==> src/rtl/fc_pkg.sv <==
// fc_pkg: shared types, constants and saturation helper for the FC layers
package fc_pkg;
   localparam int DATA_W = 16;
   localparam int FRAC_W = 8;
   localparam int N_OUT  = 10;
   localparam int ACC_W  = 40;
   typedef logic signed [DATA_W-1:0] data_t;
   typedef logic signed [ACC_W-1:0]  acc_t;
   typedef enum logic [2:0] {S_IDLE, S_BIAS, S_MAC, S_WRITE, S_DONE} fc_state_e;
   localparam acc_t SAT_MAX = (acc_t'(1) <<< (DATA_W-1)) - acc_t'(1);
   localparam acc_t SAT_MIN = -(acc_t'(1) <<< (DATA_W-1));
   // drop fractional product bits (floor) and clamp into the data range
   function automatic data_t sat_round(input acc_t a);
      acc_t s;
      s = a >>> FRAC_W;
      return (s > SAT_MAX) ? data_t'(SAT_MAX) : (s < SAT_MIN) ? data_t'(SAT_MIN) : data_t'(s);
   endfunction
endpackage

==> src/rtl/fc_output_layer_mac.sv <==
// fc_mac: registered multiply-accumulate with bias preload and saturating output
module fc_mac
   import fc_pkg::*;
(
   input  logic  clk,
   input  logic  rst,
   input  logic  i_en,
   input  logic  i_load,
   input  data_t i_bias,
   input  data_t i_a,
   input  data_t i_b,
   output data_t o_sat
);
   acc_t r_acc;
   acc_t w_base;
   assign w_base = i_load ? (acc_t'(i_bias) <<< FRAC_W) : r_acc;
   // first term restarts from the scaled bias, later terms add onto the running sum
   always_ff @(posedge clk or posedge rst)
      if (rst) r_acc <= '0;
      else if (i_en) r_acc <= w_base + acc_t'(i_a) * acc_t'(i_b);
   assign o_sat = sat_round(r_acc);
endmodule

==> src/rtl/fc_output_layer.sv <==
// fc_output_layer: sequential bias + dot-product output layer feeding the argmax stage
module fc_output_layer
   import fc_pkg::*;
#(
   parameter  int N_IN = 64,
   localparam int IA_W = (N_IN > 1) ? $clog2(N_IN) : 1,
   localparam int WA_W = (N_IN * N_OUT > 1) ? $clog2(N_IN * N_OUT) : 1,
   localparam int BA_W = (N_OUT > 1) ? $clog2(N_OUT) : 1,
   localparam int CW   = $clog2(N_IN + 1)
) (
   input  logic            clk,
   input  logic            rst,
   input  logic            i_start,
   output logic            o_busy,
   output logic [IA_W-1:0] o_in_addr,
   input  data_t           i_in_data,
   output logic [WA_W-1:0] o_w_addr,
   input  data_t           i_w_data,
   output logic [BA_W-1:0] o_b_addr,
   input  data_t           i_b_data,
   output data_t           o_outing [N_OUT],
   output logic            o_max_signal
);
   fc_state_e       r_state, w_next;
   logic [BA_W-1:0] r_j;
   logic [CW-1:0]   r_c;
   data_t           r_res [N_OUT];
   data_t           r_out [N_OUT];
   data_t           w_sat;
   logic            w_last_k, w_last_j;
   assign w_last_k  = r_c == CW'(N_IN);
   assign w_last_j  = r_j == BA_W'(N_OUT - 1);
   assign o_in_addr = IA_W'(r_c);
   assign o_b_addr  = r_j;
   assign o_w_addr  = WA_W'(int'(r_j) * N_IN + int'(r_c));
   assign o_outing  = r_out;
   // next-state and status outputs
   always_comb begin
      w_next       = r_state;
      o_busy       = 1'b0;
      o_max_signal = 1'b0;
      case (r_state)
         S_IDLE:  w_next = i_start ? S_BIAS : S_IDLE;
         S_BIAS:  begin w_next = S_MAC; o_busy = 1'b1; end
         S_MAC:   begin w_next = w_last_k ? S_WRITE : S_MAC; o_busy = 1'b1; end
         S_WRITE: begin w_next = w_last_j ? S_DONE : S_BIAS; o_busy = 1'b1; end
         S_DONE:  begin w_next = S_IDLE; o_max_signal = 1'b1; end
         default: w_next = S_IDLE;
      endcase
   end
   // state register
   always_ff @(posedge clk or posedge rst)
      if (rst) r_state <= S_IDLE;
      else r_state <= w_next;
   // neuron index j and MAC cycle counter c (c doubles as the activation address)
   always_ff @(posedge clk or posedge rst)
      if (rst) begin
         r_j <= '0;
         r_c <= '0;
      end else case (r_state)
         S_BIAS:  r_c <= CW'(1);
         S_MAC:   r_c <= w_last_k ? r_c : r_c + CW'(1);
         S_WRITE: begin
            r_c <= '0;
            r_j <= w_last_j ? r_j : r_j + BA_W'(1);
         end
         default: begin
            r_j <= '0;
            r_c <= '0;
         end
      endcase
   fc_mac u_mac (
      .clk    (clk),
      .rst    (rst),
      .i_en   (r_state == S_MAC),
      .i_load (r_c == CW'(1)),
      .i_bias (i_b_data),
      .i_a    (i_in_data),
      .i_b    (i_w_data),
      .o_sat  (w_sat)
   );
   // bank each neuron result; publish the whole bank together as the last neuron lands,
   // so outing changes exactly when max_signal is raised and never shows a partial run
   always_ff @(posedge clk or posedge rst)
      if (rst) begin
         r_res <= '{default: '0};
         r_out <= '{default: '0};
      end else if (r_state == S_WRITE) begin
         r_res[r_j] <= w_sat;
         if (w_last_j)
            for (int i = 0; i < N_OUT; i++) r_out[i] <= (i == N_OUT - 1) ? w_sat : r_res[i];
      end
endmodule

==> config.mk <==
export PLATFORM = sky130hd
export DESIGN_NAME = fc_output_layer
export DESIGN_NICKNAME = d
export VERILOG_FILES = /design/src/rtl/fc_pkg.sv /design/src/rtl/fc_output_layer_mac.sv /design/src/rtl/fc_output_layer.sv
export SDC_FILE = /design/constraint.sdc
export NUM_CORES = 2
export LEC_CHECK = 0
export BUFFER_PORTS_ARGS = -buffer_cell sky130_fd_sc_hd__buf_2
export CORE_AREA = 2 2 301 303
export DETAILED_ROUTE_END_ITERATION = 6
export DIE_AREA = 0 0 303 305
export HOLD_SLACK_MARGIN = 0.12
export PLACE_DENSITY = 0.45
export SKIP_LAST_GASP = 1
export SLEW_MARGIN = 15
export SYNTH_ARGS = -nofsm -noshare
export SYNTH_HDL_FRONTEND = slang
export SYNTH_SLANG_ARGS = --single-unit
==> constraint.sdc <==
create_clock -name clk -period 31.5 [get_ports clk]
set_input_delay 3.15 -clock clk [delete_from_list [all_inputs] [get_ports clk]]
set_output_delay 3.15 -clock clk [all_outputs]
set_load 0.02 [all_outputs]
==> results.py <==
metrics = {
    "timing": {
        "fin_tns_setup_ns": 0,
        "worstMarginPinSlew_ns": 1.114,
        "rsz0062_at_grt": "false",
        "fmax_mhz": 90.61,
        "hold_violations": 0,
        "fin_crit_ns": 11.04,
        "fin_crit_sh_pct": 35.04,
        "setup_viol": 0,
        "slew_headroom_pct": 25.54,
        "slew_violations": 0,
        "fin_ws_ns": 20.46,
        "finClkSkew_ns": 0.01693,
    },
    "floorplanning": {
        "die-height_um": 305,
        "start_util_pct": 28.83,
        "fp.dieW_um": 303,
        "io_pins": 233,
        "fp-row-count": 110,
        "die_area_um2": 92420,
        "core_um2": 89320,
    },
    "layout": {
        "final_nets": 3432,
        "regArea_um2": 8959,
        "drive_gt1_share_pct": 11.75,
        "layout_common_cells": "nand2_1 (745), inv_1 (374), dfrtp_1 (358)",
        "syn_to_final_growth_pct": 14.45,
        "fillers": 9409,
        "final_common_cell": "nand2_1",
        "multiInputGateArea_um2": 14910,
    },
    "setup_path": {
        "cp-start-kind": "primary input",
        "reg2reg_depth": 19,
        "reg2reg_from": "r_c[2]$_DFFE_PP0N_",
        "max_stage_delay_ns": 0.53,
        "cp-end-kind": "flop",
        "cpMaxStageDelayCell": "fa_1",
        "timing.rr.end": "u_mac.r_acc[39]$_DFFE_PP0N_",
        "critical_path_depth": 34,
        "rrSetupSlack_ns": 26.19,
        "crit_fanout": 16,
        "crit_end": "u_mac.r_acc[39]$_DFFE_PP0N_",
        "crit_top_cell": "fa_1",
        "cpLargestDelayFamily": "adder cells",
        "crit_start": "i_w_data[6]",
        "worst-path-buf-inv": 5,
        "critPathRequiredTime_ns": 31.98,
        "timing_worst_setup_path_type": "primary input to flop",
        "cp.arrival_ns": 11.52,
    },
    "logic_synthesis": {
        "synth_area_leaders": "dfrtp_1 (35%), fa_1 (20%), nand2_1 (11%)",
        "ys_seq_area_share_pct": 34.79,
        "yosys_register_bits": 358,
        "synth.net_count": 3256,
        "synth_top_area_cell": "dfrtp_1",
        "synth_cell_type_count": 66,
        "async_flop_share_pct": 100.0,
        "ys.flop_type": "dfrtp_1",
        "synth.yosys.warnings": 0,
        "synth_edf_count": 0,
        "synth_top_area_share_pct": 34.79,
        "synthesis.area_um2": 25750,
        "syn-instance-count": 2813,
        "avgSynthCellArea_um2": 9.154,
    },
    "global_route": {
        "use_met3_pct": 1.975,
        "overflow": 0,
        "met2_usage_pct": 27.10,
        "track_usage_pct": 16.27,
        "antenna_found_initial": 8,
        "met1_usage_pct": 22.33,
        "busiest_layer": "met2",
        "grt_pass1_vias": 19674,
        "grt_start_max_net_pins": 120,
        "grt_pass1_wl_um": 116900,
    },
    "job": {
        "drv_cap": 0,
    },
    "cts": {
        "cts.sinks": 358,
        "cts-htree-levels": 2,
        "post_cts_buffers": 0,
        "ctsHoldBuffers": 0,
        "cts_resized": 0,
        "clk_pin_slew_worst_paths_ns": 0.06,
        "clockRootBuffer": "clkbuf_16",
        "clock_latency_ns": 0.57,
        "cts_tree": "done",
        "cts_buffers": 41,
        "clock_path_buffers": 3,
    },
    "status": {
        "violations": "design-rule violations",
        "status": "complete, but fails checks",
    },
    "detailed_routing": {
        "wirelength_um": 72440,
        "viasPerCell": 4.482,
        "ant_nets": 0,
        "route.detailed.drc": 38,
        "first_pass_iters": 7,
        "post_drt_wl_per_cell_um": 17.25,
        "vias": 18826,
        "drt_iter0_markers": 1041,
    },
    "place": {
        "hpwl_um": 53030,
        "numPortBuffers": 232,
        "gp_congestion": 0.7787,
        "pre_cts_ws_ns": 19.81,
    },
    "hold_path": {
        "hp-class": "flop to flop",
    },
}
per-layer routing:
metal / part of all wire [%] / vias up
li1: - / 9137
met1: 45 / 9264
met5: 0.037 / -
met2: 48 / 331
met3: 4.0 / 90
met4: 2.2 / 4
cells by family (layout without fill, tap and decap cells):
kind of cell	after synthesis	after routing	synth area share, %
AND/OR/NAND/NOR	1025	1025	16.93
buffers and inverters	502	710	7.527
AO/OA/AOI/OAI	418	418	9.762
adder cells (fa/ha/maj)	392	392	26.72
flip-flops	358	358	34.79
XOR/XNOR	83	83	2.852
multiplexers	35	35	1.424
other	0	3	0
flip-flops by register name, summed over array words and instances, names as in the netlist:
| name | cells |
|---|---|
| o_b_addr | 4 |
| o_outing | 160 |
| r_c | 7 |
| r_res | 144 |
| r_state | 3 |
| u_mac.r_acc | 40 |
synthesized netlist by cell type, types with 4 or more instances:
master	number
a21oi_1	55
o21bai_1	17
dfrtp_1	358
o21ai_0	209
xnor2_1	63
and2_1	135
nand3_1	16
nor3_1	11
ha_1	129
xor2_1	19
and3_1	4
o21ai_1	30
nand2b_1	16
o211ai_1	5
a211oi_1	10
clkbuf_1	106
fa_1	263
a21o_1	34
a32oi_1	4
inv_1	375
mux2i_1	31
nand2_1	745
buf_1	5
buf_4	12
o21a_1	16
nand4_1	11
nor4_1	8
nor2_1	68
a31oi_1	4
final cells by class:
type	count	share of cell area [%]
multi-input combinational	1953	50.59
sequential	358	30.40
tap	1176	4.993
inverter	377	4.832
timing repair buffer	258	4.602
clock buffer	60	4.067
clock inverter	15	0.4925
antenna	3	0.02547
tightest hold or removal path: stages, from the launching register on:
cell	delay, ns
dfrtp_1	0.34
nand2_1	0.05
nand2_1	0.05
through the flow:
stage	instance area (um2)	cells	utilization, %	hold slack, ns
global route	29460	4197	32.98	0.4780
CTS	29460	4197	32.98	0.4516
detailed placement	28120	4122	31.48	0.4485
finish	29470	4200	32.99	0.4507
floorplan	25750	2813	-	0.4348
global placement	28120	4122	31.48	0.4472
worst min-delay path by stage:
stage | from | cells past startpoint | to
2_1_floorplan | r_res[159]$_DFFE_PP0P_ | 2 | o_outing[159]$_DFFE_PP0P_
3_3_place_gp | r_res[94]$_DFFE_PP0P_ | 2 | o_outing[94]$_DFFE_PP0P_
3_5_place_dp | r_res[45]$_DFFE_PP0P_ | 2 | o_outing[45]$_DFFE_PP0P_
6_report | r_res[53]$_DFFE_PP0P_ | 2 | o_outing[53]$_DFFE_PP0P_
5_1_grt | r_res[94]$_DFFE_PP0P_ | 2 | o_outing[94]$_DFFE_PP0P_
4_1_cts | r_res[53]$_DFFE_PP0P_ | 2 | o_outing[53]$_DFFE_PP0P_
Power is left out: the tool's default activity adds up to more than one toggle a clock period on the data nets, which glitch-free logic cannot reach.
